<file path="src/rtl/craps_controller.sv">
// Craps game-control FSM: drives the dice roll enable burst, applies come-out/point rules.
// Optional build macro SCORE_COUNT_EN adds saturating win/loss counters.
module craps_controller #(
  parameter int ROLL_CYCLES = 8,
  parameter int PIPE_DEPTH  = 3
) (
  input  logic       clock,
  input  logic       reset,
  input  logic       roll_req,
  input  logic [3:0] sum,
  output logic       roll,
  output logic       sp,
  output logic [3:0] point,
  output logic       win,
  output logic       lose,
  output logic       busy,
  output logic       err,
  output logic [7:0] wins,
  output logic [7:0] losses
);

  localparam int CNT_W = (ROLL_CYCLES > 1) ? $clog2(ROLL_CYCLES) : 1;

  if (ROLL_CYCLES < PIPE_DEPTH) begin : g_param_check
    $error("ROLL_CYCLES must be >= PIPE_DEPTH");
  end

  typedef enum logic [2:0] {IDLE, ROLL, SETTLE, EVAL, POINT_WAIT, WIN, LOSE} state_t;
  typedef enum logic {PH_COMEOUT, PH_POINT} phase_t;

  state_t           state, state_n;
  phase_t           phase, phase_n;
  logic [CNT_W-1:0] cnt, cnt_n;
  logic             roll_req_q;
  logic             req_rise;
  logic             roll_n, sp_n, win_n, lose_n, err_n, busy_n;
  logic [3:0]       point_n;

  function automatic logic is_legal(input logic [3:0] s);
    return (s >= 4'd2) && (s <= 4'd12);
  endfunction

  assign req_rise = roll_req & ~roll_req_q;

  always_ff @(posedge clock or posedge reset) begin
    if (reset) begin
      state      <= IDLE;
      phase      <= PH_COMEOUT;
      cnt        <= '0;
      roll_req_q <= 1'b0;
    end else begin
      state      <= state_n;
      phase      <= phase_n;
      cnt        <= cnt_n;
      roll_req_q <= roll_req;
    end
  end

  always_comb begin
    state_n = state;
    phase_n = phase;
    cnt_n   = cnt;
    roll_n  = 1'b0;
    sp_n    = 1'b0;
    err_n   = 1'b0;
    win_n   = win;
    lose_n  = lose;
    point_n = point;
    case (state)
      IDLE, POINT_WAIT: begin
        if (req_rise) begin
          state_n = ROLL;
          roll_n  = 1'b1;
          cnt_n   = CNT_W'(ROLL_CYCLES - 1);
        end
      end
      WIN, LOSE: begin
        // A new game starts here: forget the previous result and point.
        if (req_rise) begin
          state_n = ROLL;
          roll_n  = 1'b1;
          cnt_n   = CNT_W'(ROLL_CYCLES - 1);
          win_n   = 1'b0;
          lose_n  = 1'b0;
          point_n = 4'd0;
          phase_n = PH_COMEOUT;
        end
      end
      ROLL: begin
        if (cnt == '0) begin
          state_n = SETTLE;
        end else begin
          cnt_n  = cnt - 1'b1;
          roll_n = 1'b1;
        end
      end
      SETTLE: state_n = EVAL;
      EVAL: begin
        if (!is_legal(sum)) begin
          err_n   = 1'b1;
          state_n = (phase == PH_POINT) ? POINT_WAIT : IDLE;
        end else if (phase == PH_COMEOUT) begin
          case (sum)
            4'd7, 4'd11: begin
              state_n = WIN;
              win_n   = 1'b1;
            end
            4'd2, 4'd3, 4'd12: begin
              state_n = LOSE;
              lose_n  = 1'b1;
            end
            default: begin
              state_n = POINT_WAIT;
              point_n = sum;
              sp_n    = 1'b1;
              phase_n = PH_POINT;
            end
          endcase
        end else if (sum == point) begin
          state_n = WIN;
          win_n   = 1'b1;
        end else if (sum == 4'd7) begin
          state_n = LOSE;
          lose_n  = 1'b1;
        end else begin
          state_n = POINT_WAIT;
        end
      end
      default: state_n = IDLE;
    endcase
    busy_n = (state_n == ROLL) || (state_n == SETTLE) || (state_n == EVAL);
  end

  always_ff @(posedge clock or posedge reset) begin
    if (reset) begin
      roll  <= 1'b0;
      sp    <= 1'b0;
      win   <= 1'b0;
      lose  <= 1'b0;
      busy  <= 1'b0;
      err   <= 1'b0;
      point <= 4'd0;
    end else begin
      roll  <= roll_n;
      sp    <= sp_n;
      win   <= win_n;
      lose  <= lose_n;
      busy  <= busy_n;
      err   <= err_n;
      point <= point_n;
    end
  end

`ifdef SCORE_COUNT_EN
  function automatic logic [7:0] sat_inc(input logic [7:0] v);
    return (v == 8'hff) ? v : v + 8'd1;
  endfunction

  always_ff @(posedge clock or posedge reset) begin
    if (reset) begin
      wins   <= 8'd0;
      losses <= 8'd0;
    end else begin
      if (state_n == WIN && state != WIN)   wins   <= sat_inc(wins);
      if (state_n == LOSE && state != LOSE) losses <= sat_inc(losses);
    end
  end
`else
  assign wins   = 8'd0;
  assign losses = 8'd0;
`endif

endmodule
</file>
<file path="config.mk">
export PLATFORM = sky130hd
export DESIGN_NAME = craps_controller
export DESIGN_NICKNAME = d
export VERILOG_FILES = /design/src/rtl/craps_controller.sv
export SDC_FILE = /design/constraint.sdc
export NUM_CORES = 1
export LEC_CHECK = 0
export BUFFER_PORTS_ARGS = -buffer_cell sky130_fd_sc_hd__buf_2
export CORE_MARGIN = 4
export CORE_UTILIZATION = 31
export DETAILED_ROUTE_END_ITERATION = 10
export PLACE_DENSITY = 0.6
export SYNTH_ARGS = -nofsm -noshare
export SYNTH_HDL_FRONTEND = slang
export SYNTH_SLANG_ARGS = --single-unit
</file>
<file path="constraint.sdc">
create_clock -name clock -period 1.6 [get_ports clock]
set_clock_uncertainty 0.05 [all_clocks]
set_input_delay 0.08 -clock clock [delete_from_list [all_inputs] [get_ports clock]]
set_output_delay 0.08 -clock clock [all_outputs]
set_load 0.05 [all_outputs]
</file>
==> load_flow_metrics.sql <==
INSERT INTO impl_metrics (metric_group, metric, value, unit) VALUES
('finish', 'antenna-diode-count', '0', ''),
('finish', 'layout_commonest_cell', 'sky130_fd_sc_hd__buf_4', ''),
('detailed_routing', 'viasPerCell', '4.40', ''),
('synth', 'yosysWarningCount', '0', ''),
('detailed_routing', 'drc_errors', '0', ''),
('critical_path', 'register_to_register_path_depth', '5', ''),
('die', 'die_width', '67.4', 'µm'),
('synth', 'top_ff_cell_synth', 'sky130_fd_sc_hd__dfrtp_1', ''),
('synth', 'synth-seq-area-share', '41.1', '%'),
('synth', 'synth-simple-area-share', '19.2', '%'),
('detailed_routing', 'drt-pass1-iter-count', '4', ''),
('placed_design', 'gp_congestion', '0.781', ''),
('outcome', 'status', 'complete, but fails checks', ''),
('sta', 'hold_viol', '0', ''),
('clocking', 'clk_transition_reported_paths', '0.11', 'ns'),
('finish', 'area_delta_synth_final', '28.5', '%'),
('worst_hold_path', 'whs_endpoint', 'point[1]', ''),
('sta', 'setup_violations', '2', ''),
('synth', 'syn-mean-instance-area', '9.44', 'µm²'),
('job', 'number_of_maximum_capacitance_constraint_violations', '0', ''),
('synth', 'synth_mux_area_share', '0', '%'),
('sta', 'max_freq', '0.567', 'GHz'),
('global_route', 'global_route.overflow_total', '0', ''),
('finish', 'commonest_non_fill_non_tap_cells_in_the_layout', 'sky130_fd_sc_hd__buf_4, sky130_fd_sc_hd__conb_1, sky130_fd_sc_hd__buf_2', ''),
('sta', 'post-route-worst-setup-slack', '-0.162', 'ns'),
('critical_path', 'cp_slowest_cell', 'sky130_fd_sc_hd__dfrtp_2', ''),
('finish', 'multi_input_comb_area', '584', 'µm²'),
('die', 'fp.coreArea', '3360', 'µm²'),
('detailed_routing', 'detailed_route_wl', '2250', 'µm'),
('synth', 'netlist_area', '1090', 'µm²'),
('power_and_ir_drop', 'vdd_drop_max', '0.788', 'mV'),
('clocking', 'worstSkewPairLatency', '0.29', 'ns'),
('synth', 'number_of_flops_mapped_to_enable_cells_by_yosys', '0', ''),
('clocking', 'h-tree-depth', '1', ''),
('finish', 'fin_nets', '162', ''),
('placed_design', 'portBuffers', '16', ''),
('power_and_ir_drop', 'total_power', '2.27', 'mW'),
('synth', 'netlist-cell-type-count', '38', ''),
('sta', 'grt_setup_unrepaired', 'true', ''),
('synth', 'synth_fa_ha_area_share', '2.29', '%'),
('synth', 'xor_xnor_cell_area_share_of_the_yosys_netlist', '4.00', '%'),
('critical_path', 'worstReg2RegEnd', 'busy', ''),
('clocking', 'clock_path_buffers', '2', ''),
('critical_path', 'critPathMaxStageDelay', '0.43', 'ns'),
('worst_hold_path', 'number_of_cells_traversed_by_the_worst_hold_path', '3', ''),
('power_and_ir_drop', 'total_leakage_power', '0.673', 'nW'),
('power_and_ir_drop', 'power.density_cell_area', '1620', 'nW/µm²'),
('critical_path', 'worstSetupPathType', 'register to register', ''),
('clocking', 'cts_tree', 'built', ''),
('die', 'initial_core_util', '32.6', '%'),
('detailed_routing', 'detail-route-antenna-nets', '0', ''),
('sta', 'finalCriticalPeriod', '1.76', 'ns'),
('sta', 'final_max_slew_viol_count', '0', ''),
('die', 'die_h', '67.4', 'µm'),
('detailed_routing', 'initialDrtViolationCount', '39', ''),
('detailed_routing', 'wire_per_inst', '11.4', 'µm'),
('synth', 'synthesis.instances', '116', ''),
('global_route', 'first_global_vias', '800', ''),
('worst_hold_path', 'worstHoldPathType', 'input pin to register', ''),
('outcome', 'violated_checks', 'negative setup slack', ''),
('synth', 'synth_top_family_by_area', 'simple AND/OR/NAND/NOR gates', ''),
('die', 'die-area', '4550', 'µm²'),
('critical_path', 'crit_required', '1.75', 'ns'),
('critical_path', 'worstPathArrival', '1.91', 'ns'),
('critical_path', 'setup_crit_start_kind', 'register', ''),
('finish', 'post_route_cells_drive_above_1_share', '38.2', '%'),
('synth', 'synth-compound-area-share', '17.6', '%'),
('placed_design', 'dp_hpwl', '1730', 'µm'),
('detailed_routing', 'num_vias', '871', ''),
('critical_path', 'critical_path_peak_fanout', '2', ''),
('clocking', 'cts_root_buffer', 'sky130_fd_sc_hd__clkbuf_4', '');
cells in the mapped netlist, types with 2 or more instances:
cell	instances	area (µm²)
sky130_fd_sc_hd__dfrtp_1	18	450
sky130_fd_sc_hd__buf_4	16	120
sky130_fd_sc_hd__nand2_1	13	48.8
sky130_fd_sc_hd__a21oi_1	6	30.0
sky130_fd_sc_hd__nor2_1	6	22.5
sky130_fd_sc_hd__o21a_1	6	45.0
sky130_fd_sc_hd__inv_1	5	18.8
sky130_fd_sc_hd__xor2_1	5	43.8
sky130_fd_sc_hd__o21ai_1	4	20.0
sky130_fd_sc_hd__nand2b_1	3	18.8
sky130_fd_sc_hd__nor2b_1	3	18.8
sky130_fd_sc_hd__a31oi_1	2	12.5
sky130_fd_sc_hd__buf_2	2	10.0
sky130_fd_sc_hd__ha_1	2	25.0
sky130_fd_sc_hd__nand3_1	2	10.0
cell families (layout without fill, tap and decap cells):
group	Yosys count	count (layout)
simple gates	38	38
buf+inv	26	47
other cells	1	16
fa+ha+maj	2	2
flops	18	18
xor+xnor	5	5
compound gates	26	26
state kept, by name (all words and copies together) (netlist names):
signal and flops:
phase 1, busy 1, sp 1, point 4, roll 1, win 1, state 3, err 1
roll_req_q 1, lose 1, cnt 3
where the power goes:
group / total, mW / internal (mW) / switching [mW]
logic: 1.25 / 0.489 / 0.762
registers: 0.734 / 0.614 / 0.120
clock network: 0.286 / 0.139 / 0.147
area by class of cell:
type,count,area share [%]
multi-input cells,87,41.5
flip-flops and latches,18,32.4
repair buffers,38,18.1
well taps,46,4.09
clock buffers,4,2.58
inverters,5,1.33
routing by layer:
metal  global-route usage (%)  up-vias  share of wire [%]
li1                         -      429                  -
met1                     12.9      419                 44
met2                     17.7       21                 49
met3                     3.16        2                5.8
met4                     2.28        0               0.93
met5                        0        -                  0
worst max-delay path by stage:
stage / from / to / depth (start not counted)
floorplan: point[0] / busy / 5
global placement: point[0] / busy / 5
detailed placement: point[0] / busy / 5
CTS: point[2] / busy / 5
global route: point[2] / busy / 5
finish: point[2] / busy / 5
worst register-to-register path: stages, from the launching register on:
cell and delay [ns]:
sky130_fd_sc_hd__dfrtp_2 0.43, sky130_fd_sc_hd__xor2_2 0.16, sky130_fd_sc_hd__o41ai_2 0.38, sky130_fd_sc_hd__a2111oi_2 0.14
sky130_fd_sc_hd__or3_4 0.34, sky130_fd_sc_hd__o21ba_1 0.17
stage by stage:
stage               hold WS, ns  setup slack (ns)  util (%)  instances  cell area, µm²
floorplan               -0.0317            -0.251         -        131            1160
global placement         0.0497            -0.152      37.8        188            1270
detailed placement       0.0670            -0.180      37.8        188            1270
CTS                     0.00526            -0.173      40.8        196            1370
global route             0.0367            -0.231      41.8        198            1410
finish                   0.0121            -0.162      41.8        198            1410
what timing repair did:
| item | in CTS | in global routing |
|---|---|---|
| buffers inserted | 2 | 2 |
| gates resized for setup | 6 | 3 |
| setup endpoints to repair | 6 | 7 |
| hold endpoints to repair | 12 | 0 |
| hold buffers | 2 | 0 |
| pin swaps | 6 | 4 |
(Power assumes the default switching activity.)
